File: src/rtl/ram_rw_ctrl.sv
// ram_rw_ctrl: writes an address-derived pattern to a RAM, reads it back and counts mismatching words.
//   sys_clk, sys_rst       : clock and synchronous active-high reset
//   start                  : one-cycle request for a write-then-verify pass (honoured only in IDLE)
//   ram_en, ram_we         : RAM port enable / write enable
//   ram_addr, ram_wr_data  : RAM address and write data
//   ram_rd_data            : RAM read data, valid RD_LAT cycles after its read address
//   busy, done             : pass in progress / one-cycle end-of-pass pulse
//   err, err_cnt           : sticky mismatch flag and mismatch count of the current or last pass
module ram_rw_ctrl #(
    parameter int ADDR_W = 5,
    parameter int DATA_W = 8,
    parameter int RD_LAT = 1,
    parameter logic [DATA_W-1:0] SEED = '0
) (
    input  logic              sys_clk,
    input  logic              sys_rst,
    input  logic              start,
    output logic              ram_en,
    output logic              ram_we,
    output logic [ADDR_W-1:0] ram_addr,
    output logic [DATA_W-1:0] ram_wr_data,
    input  logic [DATA_W-1:0] ram_rd_data,
    output logic              busy,
    output logic              done,
    output logic              err,
    output logic [ADDR_W:0]   err_cnt
);
    localparam int DEPTH = 1 << ADDR_W;
    localparam logic [2:0] S_IDLE  = 3'd0;
    localparam logic [2:0] S_WRITE = 3'd1;
    localparam logic [2:0] S_READ  = 3'd2;
    localparam logic [2:0] S_DRAIN = 3'd3;
    localparam logic [2:0] S_DONE  = 3'd4;
    localparam logic [ADDR_W-1:0] ADDR_LAST  = ADDR_W'(DEPTH - 1);
    localparam logic [ADDR_W:0]   CNT_MAX    = (ADDR_W + 1)'(DEPTH);
    localparam logic [1:0]        DRAIN_LAST = 2'(RD_LAT - 1);

    logic [2:0]        r_state;
    logic [ADDR_W-1:0] r_addr;
    logic [DATA_W-1:0] r_wr_data;
    logic [1:0]        r_drain;
    logic              r_en;
    logic              r_we;
    logic              r_busy;
    logic              r_done;
    logic              r_err;
    logic [ADDR_W:0]   r_err_cnt;
    logic [RD_LAT-1:0] r_dv;
    logic [DATA_W-1:0] r_exp [RD_LAT];

    logic              w_last;
    logic [ADDR_W-1:0] w_addr_nx;
    logic [DATA_W-1:0] w_pat;
    logic [DATA_W-1:0] w_pat_nx;
    logic              w_miss;

    assign w_last    = r_addr == ADDR_LAST;
    assign w_addr_nx = r_addr + ADDR_W'(1);
    assign w_pat     = DATA_W'(r_addr) + SEED;
    assign w_pat_nx  = DATA_W'(w_addr_nx) + SEED;
    // the oldest delay-line slot lines up with the data the RAM returns this cycle
    assign w_miss    = r_dv[RD_LAT-1] && (ram_rd_data != r_exp[RD_LAT-1]);

    // valid bits of the expected-data delay line; only these need clearing on reset
    always_ff @(posedge sys_clk) begin
        if (sys_rst) begin
            r_dv <= '0;
        end else begin
            r_dv[0] <= r_state == S_READ;
            for (int i = 1; i < RD_LAT; i++) r_dv[i] <= r_dv[i-1];
        end
    end

    always_ff @(posedge sys_clk) begin
        r_exp[0] <= w_pat;
        for (int i = 1; i < RD_LAT; i++) r_exp[i] <= r_exp[i-1];
    end

    always_ff @(posedge sys_clk) begin
        if (sys_rst) begin
            r_state   <= S_IDLE;
            r_addr    <= '0;
            r_wr_data <= '0;
            r_drain   <= '0;
            r_en      <= 1'b0;
            r_we      <= 1'b0;
            r_busy    <= 1'b0;
            r_done    <= 1'b0;
            r_err     <= 1'b0;
            r_err_cnt <= '0;
        end else begin
            r_done <= 1'b0;
            if (w_miss) begin
                r_err <= 1'b1;
                if (r_err_cnt != CNT_MAX) r_err_cnt <= r_err_cnt + (ADDR_W + 1)'(1);
            end
            case (r_state)
                S_IDLE: if (start) begin
                    r_state   <= S_WRITE;
                    r_en      <= 1'b1;
                    r_we      <= 1'b1;
                    r_addr    <= '0;
                    r_wr_data <= SEED;
                    r_busy    <= 1'b1;
                    r_err     <= 1'b0;
                    r_err_cnt <= '0;
                end
                S_WRITE: if (w_last) begin
                    r_state <= S_READ;
                    r_we    <= 1'b0;
                    r_addr  <= '0;
                end else begin
                    r_addr    <= w_addr_nx;
                    r_wr_data <= w_pat_nx;
                end
                S_READ: if (w_last) begin
                    r_state <= S_DRAIN;
                    r_en    <= 1'b0;
                    r_addr  <= '0;
                    r_drain <= '0;
                end else begin
                    r_addr <= w_addr_nx;
                end
                // the last RD_LAT reads are still in flight; wait for their compares
                S_DRAIN: if (r_drain == DRAIN_LAST) begin
                    r_state <= S_DONE;
                    r_done  <= 1'b1;
                end else begin
                    r_drain <= r_drain + 2'd1;
                end
                S_DONE: begin
                    r_state <= S_IDLE;
                    r_busy  <= 1'b0;
                end
                default: r_state <= S_IDLE;
            endcase
        end
    end

    assign ram_en      = r_en;
    assign ram_we      = r_we;
    assign ram_addr    = r_addr;
    assign ram_wr_data = r_wr_data;
    assign busy        = r_busy;
    assign done        = r_done;
    assign err         = r_err;
    assign err_cnt     = r_err_cnt;
endmodule
File: config.mk
export PLATFORM = sky130hd
export DESIGN_NAME = ram_rw_ctrl
export DESIGN_NICKNAME = d
export VERILOG_FILES = /design/src/rtl/ram_rw_ctrl.sv
export SDC_FILE = /design/constraint.sdc
export NUM_CORES = 1
export LEC_CHECK = 0
export CAP_MARGIN = 20
export CORE_MARGIN = 2
export CORE_UTILIZATION = 43
export CTS_CLUSTER_SIZE = 30
export DETAILED_ROUTE_END_ITERATION = 7
export GPL_ROUTABILITY_DRIVEN = 0
export PLACE_DENSITY = 0.85
export SLEW_MARGIN = 20
export SYNTH_ARGS = -nofsm -noshare
export SYNTH_HDL_FRONTEND = slang
export SYNTH_SLANG_ARGS = --single-unit
File: constraint.sdc
create_clock -name sys_clk -period 1.8 [get_ports sys_clk]
set_input_delay 0.36 -clock sys_clk [delete_from_list [all_inputs] [get_ports sys_clk]]
set_output_delay 0.36 -clock sys_clk [all_outputs]
set_load 0.02 [all_outputs]
==> qor.yml, run 1 <==
run_status:
  run_status: "completed"
floorplanning:
  rows: 21
  die_w_um: 61.8
  dieArea_um2: 3820
  die_y_um: 61.8
  initial_utilization_pct: 43.8
  core-area_um2: 3280
  boundaryPins: 35
drt:
  vias: 1233
  drc: 0
  postRouteAntennaNets: 0
  dr.pass1.iters: 4
  wl_mm: 2.83
  via_per_inst: 4.95
  wl_per_cell_um: 11.4
  drt_iter0_markers: 51
worst_hold_path:
  hold_depth: 0
  min_path_type: "flop to flop"
  whs_endpoint: "r_exp[0][4]$_DFF_P_"
  holdCritStartpoint: "ram_addr[4]$_SDFFE_PP0P_"
grt:
  met3_usage_pct: 5.18
  gr-total-overflow: 0
  grt_pass1_wl_mm: 4.42
  met1_usage_pct: 18.8
  grtUsageMet2_pct: 26.6
  grt_usage_pct: 15.9
  grt_pass1_vias: 1060
  top_usage_layer: "met2"
  antenna_found_initial: 0
  grt_max_degree: 18
clock_network:
  cts_root_buf: "clkbuf_4"
  cts_hold_buf: 0
  htreeDepth: 2
  cts_tree: "yes"
  clk_latency_ns: 0.33
  path_clk_slew_ns: 0.09
  cts_buffers: 5
  clockBufferDepth: 2
  cts.sinks: 32
logic_synthesis:
  synth_area_per_cell_um2: 8.83
  yosysTopAreaCell: "dfxtp_1"
  ys_seq_area_share_pct: 44.5
  syn_inst: 163
  yosysUniqueCellTypes: 37
  synth_area_leaders: "dfxtp_1, nor2_1, a21oi_1"
  yosysWarningCount: 0
  syn_area_um2: 1440
  synth.top_cell.area_share_pct: 44.5
  ys_seq_elements: 32
sta:
  fin_crit_ns: 1.74
  report.final.slew_viol_count: 0
  finClkSkew_ns: 0.00555
  report.final.hold_viol_count: 0
  period_share_pct: 96.4
  max_freq_ghz: 0.576
  setup_viol: 0
setup_path:
  critPathLaunchType: "flop"
  crit_slowest_cell: "clkdlybuf4s50_1"
  cp_top_family: "buffers and inverters"
  cp.buffers_inverters: 1
  worstPathArrival_ns: 1.38
  reg2reg_slack_ns: 0.14
  critical_path.endpoint_type: "primary output"
  critical_path.max_stage_delay_ns: 0.63
  cp.required_ns: 1.44
  reg2reg_depth: 7
  path_max_fanout: 6
  crit_type: "flop to primary output"
  r2r_start: "ram_addr[0]$_SDFFE_PP0P_"
  crit_chain: "clkdlybuf4s50_1"
  r2r_end: "ram_wr_data[1]$_SDFFE_PP0P_"
finish:
  num_antenna_cells: 0
  nets: 218
  drive_above_1_share_pct: 11.8
  fin_cells: 249
  most-common-layout-cells: "dfxtp_1, nor2_1, clkdlybuf4s50_1, a21oi_1"
  layout_commonest_cell: "dfxtp_1"
  syn_to_final_growth_pct: 33.0
  num-fill-cells: 305
  fin_util_pct: 58.3
placement:
  post-place-cells: 240
  port_buffers: 31
  dp_hpwl_mm: 2.10
power_and_ir_drop:
  leakage_nw: 0.814
  irDropWorstVdd_mv: 0.418
  pwr_density_cell_nw_per_um2: 699
run:
  maxCapViolations: 0
-- layout make-up --
class	instances	area, µm²	share of cell area [%]
inverter	6	22.5	1.18
sequential	32	642	33.5
timing repair buffer	40	387	20.2
clock buffer	6	51.3	2.68
tap	46	57.6	3.01
multi-input combinational	117	744	38.9
clock inverter	2	10.0	0.523
-- synth_stat cells --
cell / number
a21boi_1: 1
nand3_1: 3
buf_1: 2
o31a_1: 1
conb_1: 1
mux2_2: 1
buf_2: 3
nor3_1: 4
or3_1: 1
and3_1: 2
ha_1: 5
o21bai_1: 1
nor4_2: 2
inv_1: 6
o31ai_1: 2
a311oi_1: 1
xor2_1: 7
nand4_1: 2
a32oi_1: 1
nand2b_1: 2
buf_4: 3
a22o_1: 1
mux2i_1: 2
nor4b_1: 1
a21o_1: 2
xnor2_1: 3
nor4_1: 1
nor2b_1: 3
a21oi_1: 16
clkbuf_1: 2
a22oi_1: 9
nor4b_2: 1
o211ai_1: 1
dfxtp_1: 32
nand2_1: 9
nor2_1: 27
a211oi_1: 2
-- what timing repair did --
| action | in CTS | in global routing |
|---|---|---|
| buffers inserted | 0 | 1 |
| pin swaps | 0 | 1 |
| gates resized for setup | 1 | 5 |
| endpoints found under the hold margin | 0 | 0 |
| endpoints found under the setup margin | 1 | 8 |
-- worst max path at each step --
stage | start | slack, ns | to | cells past startpoint
floorplan | ram_addr[1]$_SDFFE_PP0P_ | 0.03 | ram_addr[2]$_SDFFE_PP0P_ | 6
global placement | ram_rd_data[3] | -0.16 | err_cnt[5]$_SDFF_PP0_ | 7
detailed placement | ram_rd_data[0] | -0.22 | err_cnt[5]$_SDFF_PP0_ | 7
CTS | ram_addr[1]$_SDFFE_PP0P_ | 0.02 | ram_addr[1] | 2
global route | ram_addr[0]$_SDFFE_PP0P_ | -0.004 | ram_wr_data[0]$_SDFFE_PP0P_ | 7
finish | err_cnt[2]$_SDFF_PP0_ | 0.06 | err_cnt[2] | 1
-- per-stage QoR --
step	hold WS, ns	power, mW	instance area (µm²)	worst slack (ns)	TNS, ns
2_1_floorplan	0.434	0.857	1460	0.0316	0
6_report	0.409	1.34	1910	0.0647	0
4_1_cts	0.413	1.35	1890	0.0228	0
3_3_place_gp	0.383	0.925	1830	-0.156	-0.268
5_1_grt	0.430	1.41	1910	-0.00371	-0.00371
3_5_place_dp	0.400	0.927	1830	-0.217	-0.492
-- sequential cells by signal, indices dropped and copies added, names as in the netlist --
signal and flops:
ram_wr_data 5, r_dv 1, done 1, ram_we 1, busy 1, ram_en 1, err 1, r_drain 2
ram_addr 5, r_state 3, err_cnt 6, r_exp 5
-- metal layers --
metal  vias up  wire (µm)  part of all wire [%]
li1        643          -                     -
met1       556       1300                    46
met2        27       1350                    48
met3         7        135                   4.8
met4         0         40                   1.4
met5         -          0                     0
-- logic make-up after synthesis --
| group | Yosys count | synth area share [%] |
|---|---|---|
| AND/OR/NAND/NOR | 58 | 20.0 |
| AO/OA/AOI/OAI | 38 | 17.4 |
| flip-flops | 32 | 44.5 |
| buffers and inverters | 16 | 5.22 |
| XOR/XNOR | 10 | 6.09 |
| adder cells (fa/ha/maj) | 5 | 4.35 |
| multiplexers | 3 | 2.17 |
| other | 1 | 0.261 |
-- where the power goes --
| group | internal [mW] | switching (mW) | leakage (nW) |
|---|---|---|---|
| clock network | 0.186 | 0.239 | 0.0380 |
| logic | 0.0837 | 0.0948 | 0.516 |
| registers | 0.726 | 0.00973 | 0.260 |
Power figures use the tool's default switching activity.
==> run 2, diff against run 1 <==
--- a/config.mk
+++ b/config.mk
@@ -6,12 +6,14 @@
 export NUM_CORES = 1
 export LEC_CHECK = 0
 export CAP_MARGIN = 20
+export CORE_ASPECT_RATIO = 0.6
 export CORE_MARGIN = 2
-export CORE_UTILIZATION = 43
+export CORE_UTILIZATION = 35
 export CTS_CLUSTER_SIZE = 30
 export DETAILED_ROUTE_END_ITERATION = 7
+export DONT_BUFFER_PORTS = 1
 export GPL_ROUTABILITY_DRIVEN = 0
-export PLACE_DENSITY = 0.85
+export PLACE_DENSITY = 0.62
 export SLEW_MARGIN = 20
 export SYNTH_ARGS = -nofsm -noshare
 export SYNTH_HDL_FRONTEND = slang
==> qor.yml, run 2 (same netlist as run 1, synthesis figures left out) <==
power_and_ir_drop:
  power_frac_seq_pct: 54.5  # was 54.9%
  leakage_nw: 0.638  # was 0.814 nW
  p_switching_uw: 339  # was 343 µW
  irDropWorstVdd_mv: 0.376  # was 0.418 mV
  pwr_density_cell_nw_per_um2: 839  # was 699 nW/µm²
  p_int_mw: 1.04  # was 995 µW
  swShare_pct: 24.7  # was 25.7%
  power_frac_clock_pct: 37.0  # was 31.7%
  power_mw: 1.37  # was 1.34 mW
  pwr-share-comb_pct: 8.5  # was 13.3%
sta:
  final.setup.tns_ns: 0  # unchanged
  rsz0062_at_grt: "no"
  setup_viol: 0  # unchanged
  setup_ws_ns: 0.120  # was 0.0647 ns
  fin_crit_ns: 1.68  # was 1.74 ns
  period_share_pct: 93.3  # was 96.4%
  report.final.slew_viol_count: 0  # unchanged
  finClkSkew_ns: 0.00405  # was 0.00555 ns
  max_freq_ghz: 0.595  # was 0.576 GHz
  report.final.hold_viol_count: 0  # unchanged
clock_network:
  cts_hold_buf: 0  # unchanged
  clockBufferDepth: 2  # unchanged
  cts_root_buf: "clkbuf_8"  # was clkbuf_4
  clk_latency_ns: 0.28  # was 0.33 ns
  cts_buffers: 5  # unchanged
  cts.sinks: 32  # unchanged
  htreeDepth: 2  # unchanged
  path_clk_slew_ns: 0.06  # was 0.09 ns
  cts_tree: "yes"  # unchanged
setup_path:
  critical_path.endpoint_type: "flop"  # was primary output
  worstPathArrival_ns: 1.89  # was 1.38 ns
  path_max_fanout: 9  # was 6
  reg2reg_depth: 7  # unchanged
  cp.required_ns: 2.01  # was 1.44 ns
  r2r_end: "ram_wr_data[1]$_SDFFE_PP0P_"  # unchanged
  critPathLaunchType: "flop"  # unchanged
  crit_type: "flop to flop"  # was flop to primary output
  r2r_start: "ram_addr[0]$_SDFFE_PP0P_"  # unchanged
  reg2reg_slack_ns: 0.12  # was 0.14 ns
finish:
  layout_commonest_cell: "dfxtp_1"  # unchanged
  most-common-layout-cells: "dfxtp_1, nor2_1, a21oi_1, buf_4"  # was dfxtp_1, nor2_1, clkdlybuf4s50_1, a21oi_1
  fin_util_pct: 43.0  # was 58.3%
  nets: 188  # was 218
  drive_above_1_share_pct: 13.4  # was 11.8%
  num_antenna_cells: 0  # unchanged
  largest_register_ffs: 6  # unchanged
  area.sequential_um2: 642  # unchanged
  syn_to_final_growth_pct: 13.9  # was 33.0%
  num-fill-cells: 370  # was 305
  fin_area_um2: 1640  # was 1910 µm²
  multi_input_area_um2: 763  # was 744 µm²
worst_hold_path:
  whs_endpoint: "ram_en$_SDFFE_PP0P_"  # was r_exp[0][4]$_DFF_P_
  min_path_type: "input pin to flop"  # was flop to flop
  hold_depth: 1  # was 0
  holdCritStartpoint: "sys_rst"  # was ram_addr[4]$_SDFFE_PP0P_
grt:
  grt_pass1_wl_mm: 5.23  # was 4.42 mm
  grt_pass1_vias: 1115  # was 1060
  grt_max_degree: 23  # was 18
  gr-total-overflow: 0  # unchanged
  antenna_found_initial: 0  # unchanged
  grt_usage_pct: 15.1  # was 15.9%
placement:
  place_ws_ns: 0.0347  # was -0.217 ns
  post_dp_cell_area_um2: 1530  # was 1830 µm²
  dp_hpwl_mm: 2.32  # was 2.10 mm
  port_buffers: 0  # was 31
drt:
  postRouteAntennaNets: 0  # unchanged
  drt_iter0_markers: 66  # was 51
  wl_mm: 3.11  # was 2.83 mm
  dr.pass1.iters: 5  # was 4
  wl_per_cell_um: 14.2  # was 11.4 µm
  highest_layer: "met4"  # unchanged
  wl_met1_mm: 1.47  # was 1.30 mm
  via_per_inst: 5.35  # was 4.95
  vias: 1172  # was 1233
  wl_met2_mm: 1.37  # was 1.35 mm
  drc: 0  # unchanged
  met3_length_um: 245  # was 135 µm
floorplanning:
  core-area_um2: 3810  # was 3280 µm²
  boundaryPins: 35  # unchanged
  die_y_um: 53.7  # was 61.8 µm
  dieArea_um2: 4660  # was 3820 µm²
  initial_utilization_pct: 37.8  # was 43.8%
  die_w_um: 86.8  # was 61.8 µm
  rows: 17  # was 21
run:
  maxCapViolations: 0  # unchanged
run_status:
  run_status: "completed"  # unchanged
==> run 2: cell types whose count changed in the layout (fill, tap and decap cells not counted), moves of 4 or more <==
cell             change
clkbuf_4             -5
dlymetal6s2s_1       -4
clkbuf_8             +4
clkdlybuf4s50_1     -26
==> run 2: critical path: stages, from the launching register on <==
cell	delay (ns)
dfxtp_2	0.32
ha_2	0.20
and3_1	0.21
ha_4	0.20
nor4b_4	0.32
buf_4	0.17
a22oi_1	0.08
nor2_1	0.12
==> run 2: stage by stage <==
stage / std cells / hold slack (ns)
2_1_floorplan: 165 / 0.434
4_1_cts: 217 / 0.132
3_5_place_dp: 210 / 0.432
6_report: 219 / 0.143
3_3_place_gp: 210 / 0.432
5_1_grt: 219 / 0.130
==> run 2: repair_timing <==
action | 4_1_cts | 5_1_grt
resized for setup | 0 | 3
setup buffers | 0 | 2
endpoints found under the hold margin | 0 | 0
setup endpoints to repair | 0 | 10
==> run 2: per-layer routing <==
metal  vias up  GRT usage (%)
met5         -              0
met4         0           5.47
met3         4           5.98
met2        46           23.1
met1       541           19.4
li1        581              -
==> run 2: how the worst max path moves through the flow <==
stage,startpoint,to,slack [ns],cells after the start
after floorplan,ram_addr[1]$_SDFFE_PP0P_,ram_addr[2]$_SDFFE_PP0P_,0.03,6
after global placement,ram_addr[0]$_SDFFE_PP0P_,ram_wr_data[0]$_SDFFE_PP0P_,0.12,7
after detailed placement,ram_addr[0]$_SDFFE_PP0P_,ram_addr[2]$_SDFFE_PP0P_,0.03,5
after CTS,ram_addr[0]$_SDFFE_PP0P_,ram_addr[2]$_SDFFE_PP0P_,0.007,5
after global routing,ram_addr[0]$_SDFFE_PP0P_,ram_wr_data[0]$_SDFFE_PP0P_,0.01,7
final,ram_addr[0]$_SDFFE_PP0P_,ram_wr_data[1]$_SDFFE_PP0P_,0.12,7
==> run 2: area by class of cell <==
class / count / area share [%]
clock buffers: 6 / 4.43
clock inverters: 1 / 0.305
inverters: 6 / 1.37
multi-input cells: 117 / 46.6
flip-flops and latches: 32 / 39.2
well taps: 47 / 3.59
repair buffers: 10 / 4.58
==> run 2: power by group through the flow <==
| stage | Clock [mW] | Combinational [mW] | Sequential, mW |
|---|---|---|---|
| 6_report | 0.508 | 0.116 | 0.750 |
| 5_1_grt | 0.561 | 0.130 | 0.752 |
| 2_1_floorplan | 0 | 0.0881 | 0.768 |
| 4_1_cts | 0.532 | 0.109 | 0.750 |
| 3_5_place_dp | 0 | 0.108 | 0.766 |
| 3_3_place_gp | 0 | 0.104 | 0.765 |
==> run 3, diff against run 2 <==
==> constraint.sdc (replaced) <==
create_clock -name sys_clk -period 1.4 [get_ports sys_clk]
set_input_delay 0.28 -clock sys_clk [delete_from_list [all_inputs] [get_ports sys_clk]]
set_output_delay 0.28 -clock sys_clk [all_outputs]
set_load 0.02 [all_outputs]
==> qor.yml, run 3 (same netlist as run 1, synthesis figures left out) <==
sta:
  fin_crit_ns: 1.59  # was 1.68 ns
  period_share_pct: 114  # was 93.3%
  fin_hold_ws_ns: 0.0612  # was 0.143 ns
  rsz0062_at_grt: "yes"  # was no
  report.final.hold_viol_count: 0  # unchanged
  finClkSkew_ns: 0.00623  # was 0.00405 ns
  max_freq_ghz: 0.628  # was 0.595 GHz
  maxSlewHeadroom_pct: 65.3
  report.final.slew_viol_count: 0  # unchanged
  setup_viol: 13  # was 0
  tightest_slew_ns: 0.517
  setup_ws_ns: -0.191  # was 0.120 ns
floorplanning:
  die_w_um: 86.8  # unchanged
  dieArea_um2: 4660  # unchanged
  die_y_um: 53.7  # unchanged
  boundaryPins: 35  # unchanged
  core-area_um2: 3810  # unchanged
  initial_utilization_pct: 37.8  # unchanged
  rows: 17  # unchanged
grt:
  gr-total-overflow: 0  # unchanged
  grt_pass1_vias: 1133  # was 1115
  grt_pass1_wl_mm: 5.32  # was 5.23 mm
  grt_max_degree: 23  # unchanged
  antenna_found_initial: 0  # unchanged
  grt_usage_pct: 15.5  # was 15.1%
power_and_ir_drop:
  leakage_nw: 0.723  # was 0.638 nW
  pwr_density_cell_nw_per_um2: 979  # was 839 nW/µm²
  irDropWorstVdd_mv: 0.604  # was 0.376 mV
clock_network:
  cts.sinks: 32  # unchanged
  cts_root_buf: "clkbuf_8"  # unchanged
  path_clk_slew_ns: 0.07  # was 0.06 ns
  htreeDepth: 2  # unchanged
  cts_buffers: 5  # unchanged
  clk_latency_ns: 0.28  # about the same
  cts_tree: "yes"  # unchanged
  clockBufferDepth: 2  # unchanged
run_status:
  run_status: "finished, violations left"  # was completed
  failed_checks: "setup timing"
finish:
  nets: 203  # was 188
  drive_above_1_share_pct: 34.6  # was 13.4%
  num-fill-cells: 344  # was 370
  most-common-layout-cells: "nor2_1, dfxtp_1, buf_4, a21oi_1, nand2_1"  # was dfxtp_1, nor2_1, a21oi_1, buf_4
  largest_register_ffs: 6  # unchanged
  layout_commonest_cell: "nor2_1"  # was dfxtp_1
  num_antenna_cells: 0  # unchanged
  syn_to_final_growth_pct: 32.9  # was 13.9%
  fin_cells: 235  # was 219
placement:
  post-place-cells: 223  # was 210
  port_buffers: 0  # unchanged
  dp_hpwl_mm: 2.48  # was 2.32 mm
setup_path:
  crit_type: "flop to flop"  # unchanged
  worstPathArrival_ns: 1.81  # was 1.89 ns
  path_max_fanout: 4  # was 9
  critical_path.endpoint_type: "flop"  # unchanged
  cp_top_family: "simple AND/OR/NAND/NOR gates"  # unchanged
  cp.buffers_inverters: 0  # was 1
  crit_slowest_cell: "dfxtp_4"  # was dfxtp_2
  crit_chain: "ha_4, and3_4, ha_4, nor4b_4, nor2b_2, a21oi_2, nor2_1"  # was ha_2, and3_1, ha_4, nor4b_4, buf_4, a22oi_1, nor2_1
  critical_path.max_stage_delay_ns: 0.35  # was 0.32 ns
  critPathLaunchType: "flop"  # unchanged
  cp.required_ns: 1.62  # was 2.01 ns
  cpMostUsedCell: "ha_4"
drt:
  via_per_inst: 5.18  # was 5.35
  postRouteAntennaNets: 0  # unchanged
  drc: 0  # unchanged
  drt_iter0_markers: 45  # was 66
  dr.pass1.iters: 4  # was 5
  vias: 1218  # was 1172
  wl_per_cell_um: 14.5  # was 14.2 µm
  wl_mm: 3.40  # was 3.11 mm
run:
  maxCapViolations: 0  # unchanged
worst_hold_path:
  min_path_type: "input pin to flop"  # unchanged
## run 3: changes by cell type in the layout (fill, tap and decap cells not counted), sizes merged
cell / change
clkinv: -1
clkbuf: +2
buf: +15
## run 3: path summary, 6_finish.rpt
path                                                from  slack, ns                     endpoint  depth (start not counted)
worst min-delay path                             sys_rst       0.06     ram_addr[2]$_SDFFE_PP0P_                          1
worst max register to register  ram_addr[1]$_SDFFE_PP0P_      -0.19  ram_wr_data[0]$_SDFFE_PP0P_                          7
worst min register to register  ram_addr[3]$_SDFFE_PP0P_       0.54          r_exp[0][3]$_DFF_P_                          1
worst max-delay path            ram_addr[1]$_SDFFE_PP0P_      -0.19  ram_wr_data[0]$_SDFFE_PP0P_                          7
## run 3: what timing repair did
item                                   4_1_cts  5_1_grt
setup endpoints to repair                   15       17
endpoints found under the hold margin        0        0
hold buffers                                 0        0
cloned                                       0        0
setup buffers                                0        4
pin swaps                                    5       22
gates resized for setup                      5       24
## run 3: worst reg2reg max path, cell delays in order, from the launching register on
cell	delay, ns
dfxtp_4	0.35
ha_4	0.15
and3_4	0.15
ha_4	0.17
nor4b_4	0.34
nor2b_2	0.22
a21oi_2	0.04
nor2_1	0.11
## run 3: stage by stage
| step | utilization, % | TNS, ns | worst slack [ns] | total power, mW | area (µm²) |
|---|---|---|---|---|---|
| finish | 50.2 | -1.29 | -0.191 | 1.87 | 1910 |
| global route | 50.2 | -2.25 | -0.287 | 1.95 | 1910 |
| floorplan | - | -1.49 | -0.213 | 1.10 | 1510 |
| CTS | 46.8 | -1.08 | -0.180 | 1.87 | 1780 |
| global placement | 43.6 | -0.626 | -0.104 | 1.13 | 1660 |
| detailed placement | 43.6 | -1.30 | -0.187 | 1.13 | 1660 |
## run 3: power by group
group          switching (mW)  total (mW)  internal, mW
Clock                   0.325       0.725         0.401
Combinational          0.0994       0.178        0.0789
Sequential             0.0339       0.968         0.934
Total                   0.458        1.87          1.41
## run 3: final cells by class
cell class	instances	area, µm²	area share [%]
tap	47	58.8	3.08
sequential	32	656	34.3
inverter	6	22.5	1.18
clock buffer	8	90.1	4.71
timing repair buffer	25	199	10.4
multi-input combinational	117	886	46.3
## run 3: per-layer routing
metal  GRT usage (%)  wire length, µm  share of wire, %  vias up
li1                -                -                 -      613
met1            18.9             1640                48      578
met2            23.5             1510                44       22
met3            6.75              206               6.1        5
met4            7.81               38               1.1        0
met5               0                0                 0        -
